File: config.mk
export PLATFORM = sky130hd
export DESIGN_NAME = trace_plotter
export DESIGN_NICKNAME = d
export VERILOG_FILES = /design/src/rtl/trace_plotter_pkg.sv /design/src/rtl/trace_plotter.sv
export SDC_FILE = /design/constraint.sdc
export NUM_CORES = 1
export LEC_CHECK = 0
export BUFFER_PORTS_ARGS = -buffer_cell sky130_fd_sc_hd__buf_2
export CAP_MARGIN = 20
export CORE_AREA = 4 4 98 100
export CTS_CLUSTER_DIAMETER = 80
export CTS_CLUSTER_SIZE = 28
export DETAILED_ROUTE_END_ITERATION = 10
export DIE_AREA = 0 0 102 104
export PLACE_DENSITY = 0.65
export SYNTH_ARGS = -nofsm -noshare
export SYNTH_HDL_FRONTEND = slang
export SYNTH_SLANG_ARGS = --single-unit
File: constraint.sdc
create_clock -name clk -period 3.1 [get_ports clk]
set_input_delay 0.465 -clock clk [delete_from_list [all_inputs] [get_ports clk]]
set_output_delay 0.465 -clock clk [all_outputs]
set_load 0.02 [all_outputs]
File: src/rtl/trace_plotter_pkg.sv
// Shared definitions for the trace plotter and the scan-out reader: default
// geometry, FSM state encoding and framebuffer address packing.
package trace_plotter_pkg;

    localparam int XW_DEF = 8;
    localparam int YW_DEF = 8;
    localparam int CW_DEF = 12;

    typedef enum logic {
        IDLE = 1'b0,
        SPAN = 1'b1
    } state_t;

    // Framebuffer word address: row in the upper bits, column in the lower bits.
    function automatic logic [YW_DEF+XW_DEF-1:0] fb_pack(
        input logic [YW_DEF-1:0] row,
        input logic [XW_DEF-1:0] col
    );
        return {row, col};
    endfunction

endpackage

File: src/rtl/trace_plotter.sv
// Turns per-column waveform samples into framebuffer pixel writes, filling the
// vertical gap to the previous column so the trace draws as a continuous line.
module trace_plotter
    import trace_plotter_pkg::*;
#(
    parameter int XW     = XW_DEF,
    parameter int YW     = YW_DEF,
    parameter int CW     = CW_DEF,
    parameter int Y_FLIP = 0
) (
    input  logic             clk,
    input  logic             rst_n,
    input  logic             frame_start,
    input  logic             in_valid,
    output logic             in_ready,
    input  logic [XW-1:0]    in_x,
    input  logic [YW-1:0]    in_y,
    input  logic [CW-1:0]    in_color,
    input  logic             in_connect,
    output logic             fb_we,
    output logic [YW+XW-1:0] fb_addr,
    output logic [CW-1:0]    fb_data,
    output logic             busy
);

    // Handshake: a sample transfers on a rising clk edge where in_valid && in_ready;
    // in_ready is high exactly while the FSM is IDLE and does not depend on in_valid.

    state_t        state, state_n;
    logic          prev_valid;
    logic [XW-1:0] prev_x;
    logic [YW-1:0] prev_y;
    logic [YW-1:0] span_row;
    logic [YW-1:0] span_hi;
    logic [XW-1:0] span_col;
    logic [CW-1:0] span_color;

    logic [YW-1:0] y_in;
    logic          accept;
    logic          adjacent;
    logic          connect;
    logic [YW-1:0] lo;
    logic [YW-1:0] hi;

    assign y_in     = (Y_FLIP != 0) ? ~in_y : in_y;
    assign in_ready = (state == IDLE);
    assign accept   = in_valid && (state == IDLE);

    // Compare one bit wider so column 2^XW-1 followed by column 0 is not adjacent.
    assign adjacent = ({1'b0, in_x} == ({1'b0, prev_x} + (XW+1)'(1)));
    // A frame_start on the accept edge already means "no previous point".
    assign connect  = in_connect && prev_valid && !frame_start && adjacent;
    assign lo       = (prev_y < y_in) ? prev_y : y_in;
    assign hi       = (prev_y < y_in) ? y_in : prev_y;

    always_comb begin
        state_n = state;
        case (state)
            IDLE: if (accept && connect && (lo != hi)) state_n = SPAN;
            SPAN: if (span_row == span_hi) state_n = IDLE;
            default: state_n = IDLE;
        endcase
    end

    always_ff @(posedge clk) begin
        if (!rst_n) state <= IDLE;
        else        state <= state_n;
    end

    always_ff @(posedge clk) begin
        if (!rst_n) begin
            fb_we      <= 1'b0;
            fb_addr    <= '0;
            fb_data    <= '0;
            busy       <= 1'b0;
            prev_valid <= 1'b0;
            prev_x     <= '0;
            prev_y     <= '0;
            span_row   <= '0;
            span_hi    <= '0;
            span_col   <= '0;
            span_color <= '0;
        end else begin
            fb_we <= 1'b0;
            busy  <= (state_n == SPAN);
            if (frame_start) prev_valid <= 1'b0;
            case (state)
                IDLE: begin
                    if (accept) begin
                        prev_valid <= 1'b1;
                        prev_x     <= in_x;
                        prev_y     <= y_in;
                        fb_we      <= 1'b1;
                        fb_data    <= in_color;
                        span_col   <= in_x;
                        span_color <= in_color;
                        span_hi    <= hi;
                        if (connect) begin
                            // The lowest row goes out now; the rest follow one per cycle.
                            fb_addr  <= {lo, in_x};
                            span_row <= lo + YW'(1);
                        end else begin
                            fb_addr  <= {y_in, in_x};
                        end
                    end
                end
                SPAN: begin
                    fb_we   <= 1'b1;
                    fb_addr <= {span_row, span_col};
                    fb_data <= span_color;
                    // Stop at equality so a span ending on the top row never wraps.
                    if (span_row != span_hi) span_row <= span_row + YW'(1);
                end
                default: ;
            endcase
        end
    end

endmodule
==> summary.md <==
| Metric | Value |
|---|---|
| Outcome | finished, final reports clean |
| Hold buffers post-CTS | 0 |
| Initial antenna violation count | 0 |
| Synth Net Count | 525 |
| Final WL | 10270 um |
| Yosys cell types | 53 |
| Int Power | 0.001530 W |
| Crit-path leading delay family | simple AND/OR/NAND/NOR gates |
| CTS H-tree lvls | 3 |
| Post-Syn Area per Cell | 8.021 um2 |
| Number of synthesized flops with an enable pin | 0 |
| Final-report hold violation count | 0 |
| Synth async-reset ratio | 0% |
| Final Slew Violations | 0 |
| Max-Cap Viols | 0 |
| HP Class | in2reg |
| Count leader, synth | dfxtp_1 |
| Total grt overflow | 0 |
| Worst Path Arrival | 3100 ps |
| CP Capture Type | flop |
| Post-synth top cells | dfxtp_1 (75), nand2_1 (71), a21oi_1 (69) |
| Worst skew pair latency | 350 ps |
| Core Footprint | 0.008678 mm2 |
| Longest Clk Path Bufs | 2 |
| Leakage | 2.045 nW |
| Diodes inserted | 0 |
| Top Ports | 64 |
| Sink Count | 75 |
| Area Overhead vs Synth | 16.31% |
| Top-area cell type share of the netlist area | 38.83% |
| DRC viols | 0 |
| Mapped Area | 0.003866 mm2 |
| Logic gate share of total power | 16.3% |
| Die span in x | 102 um |
| CTS tree | done |
| Worst Path Required | 3350 ps |
| Slew headroom | 63.02% |
| VDD IR max | 0.0002779 V |
| Clk network pwr share | 34.6% |
| Vias/cell | 5.587 |
| Root Buffer | clkbuf_8 |
| PD cells | 477.8 mW/mm2 |
| Antenna Violating Nets Remaining | 0 |
| Wire length per cell | 15.73 um |
| Vias post-DR | 3648 |
| Critical path type | reg2reg |
| Crit path time final | 2859 ps |
| Sequential fraction of the synthesis area | 38.83% |
| #FFs+latches synth | 75 |
| Crit-path max FO | 7 |
| Pin count of the biggest net entering global routing | 56 |
| Switching share of power | 28.81% |
| Multi-input gate area | 0.002188 mm2 |
| Syn Inst Count | 482 |
| Num rows | 34 |
| Initial core utilization | 44.55% |
| Storage cell area | 0.001503 mm2 |
| Final Setup Violations | 0 |
| Die footprint | 0.01061 mm2 |
| Vias in the first global route | 3521 |
| Initial DRC count | 220 |
| Fin nets | 583 |
| Fin Setup TNS | 0 ps |
| Worst path max stage delay | 500 ps |
| CP bufs+invs | 0 |
| Worst clock skew | 12.69 ps |
| Layout cell share with drive strength beyond 1 | 20.18% |
| First-pass GRT wire length | 17120 um |
| Fmax | 349.8 MHz |
| RSZ-0062 raised after global routing | false |
| Clock transition at path regs | 80 ps |
| Final Non-Filler Cells | 653 |
| Post-CTS setup buffer count | 0 |
| Ys Warns | 0 |
| Fillcell total | 848 |
| Critical-path top delay cell | o311ai_1 |
| Synth top area cells | dfxtp_1 (39%), a21oi_1 (8.9%), mux2i_1 (7.8%), nand2_1 (6.9%), nor2_1 (6.1%) |
| Switching pwr | 0.0006190 W |
| Die Y | 104 um |
| Hpwl dp | 7147 um |
| Inst Count DP | 637 |
| Top_reg_cell synth | dfxtp_1 |
| Aggregate global-route resource usage | 19.83% |
| Critical-path cell list | ha_1 > nand4_1 > a21oi_4 > nor2_1 > o311ai_1 > nand4b_1 > or3b_1 > a311oi_1 |
| Input/output buffers | 63 |
| 1st-pass router iterations | 4 |
| Period utilization | 92.22% |
| CP Launch Type | flop |
| CTS buffer count | 9 |
| Sequential share of power | 49.1% |
| GP Congestion | 0.8907 |
| Number of gates resized after CTS | 0 |
| Worst Tran Pin Value | 546.1 ps |
| Yosys top cell by area | dfxtp_1 |
[worst min-delay path: stages]
cell	delay [ps]
buf_2	100
nand2_1	50
a21oi_1	50
[through the flow]
| stage | hold WS [ps] | util (%) | area (um2) | worst slack, ps | power, W |
|---|---|---|---|---|---|
| after floorplan | 436.7 | - | 3866 | 447.4 | 0.001303 |
| after global routing | 347.3 | 51.82 | 4497 | 51.38 | 0.002263 |
| after global placement | 442.1 | 49.58 | 4303 | 112.9 | 0.001417 |
| after detailed placement | 446.9 | 49.58 | 4303 | 72.14 | 0.001427 |
| final | 357.5 | 51.82 | 4497 | 241.1 | 0.002149 |
| after CTS | 339.2 | 51.82 | 4497 | 281.3 | 0.002176 |
[cell type report]
| cell class | count | share of cell area, % |
|---|---|---|
| multi-input combinational | 362 | 48.66 |
| sequential | 75 | 33.42 |
| timing repair buffer | 77 | 9.349 |
| tap | 108 | 3.005 |
| clock buffer | 10 | 2.838 |
| clock inverter | 6 | 1.475 |
| inverter | 15 | 1.252 |
[metal layers]
| layer | GRT usage (%) | part of all wire (%) | vias up |
|---|---|---|---|
| met5 | 0 | 0 | - |
| met4 | 7.029 | 1.1 | 0 |
| met3 | 4.628 | 5.9 | 13 |
| met2 | 31.20 | 48 | 104 |
| met1 | 26.36 | 45 | 1731 |
| li1 | - | - | 1800 |
[cells in the final DEF (no fill, tap or decap), drive strengths merged, types with 3 or more instances in the layout]
cell type	n
a21oi	70
mux2i	30
a31o	6
a31oi	4
a311oi	5
xor2	13
ha	10
nor3	3
clkinv	3
o21ai	16
nor2	63
clkinvlp	3
buf	77
nor2b	3
dfxtp	75
a211o	3
nand3	8
inv	14
clkbuf	10
xnor2	10
and3	3
nand2	71
o311ai	3
a211oi	9
nand4	5
[power by group through the flow]
stage / Clock, W / Combinational (W) / Sequential (W)
6_report: 0.000743 / 0.000351 / 0.00105
5_1_grt: 0.000810 / 0.000393 / 0.00106
4_1_cts: 0.000769 / 0.000353 / 0.00105
3_5_place_dp: 0 / 0.000351 / 0.00108
3_3_place_gp: 0 / 0.000343 / 0.00107
2_1_floorplan: 0 / 0.000208 / 0.00110
[sequential cells by signal, indices dropped and copies added, names as in the netlist]
register,count
fb_addr,16
span_row,8
span_color,12
prev_y,8
fb_data,12
prev_valid,1
span_col,8
busy,1
span_hi,8
fb_we,1
[cells by family after synthesis]
family / synth area share [%]
fa+ha+maj: 3.236
mux: 7.767
simple gates: 19.13
compound gates: 21.20
xor+xnor: 5.210
flops: 38.83
buf+inv: 4.628
[worst paths after layout]
| kind | start | end | slack (ps) | cells past startpoint |
|---|---|---|---|---|
| worst max-delay path | prev_y[7] | span_row[6] | 240 | 8 |
| worst min-delay path | in_color[3] | span_color[3] | 360 | 3 |
| worst max register to register | prev_y[7] | span_row[6] | 240 | 8 |
| worst min register to register | span_color[9] | span_color[9] | 460 | 2 |
Note: power is estimated with default switching activity, not from simulation.
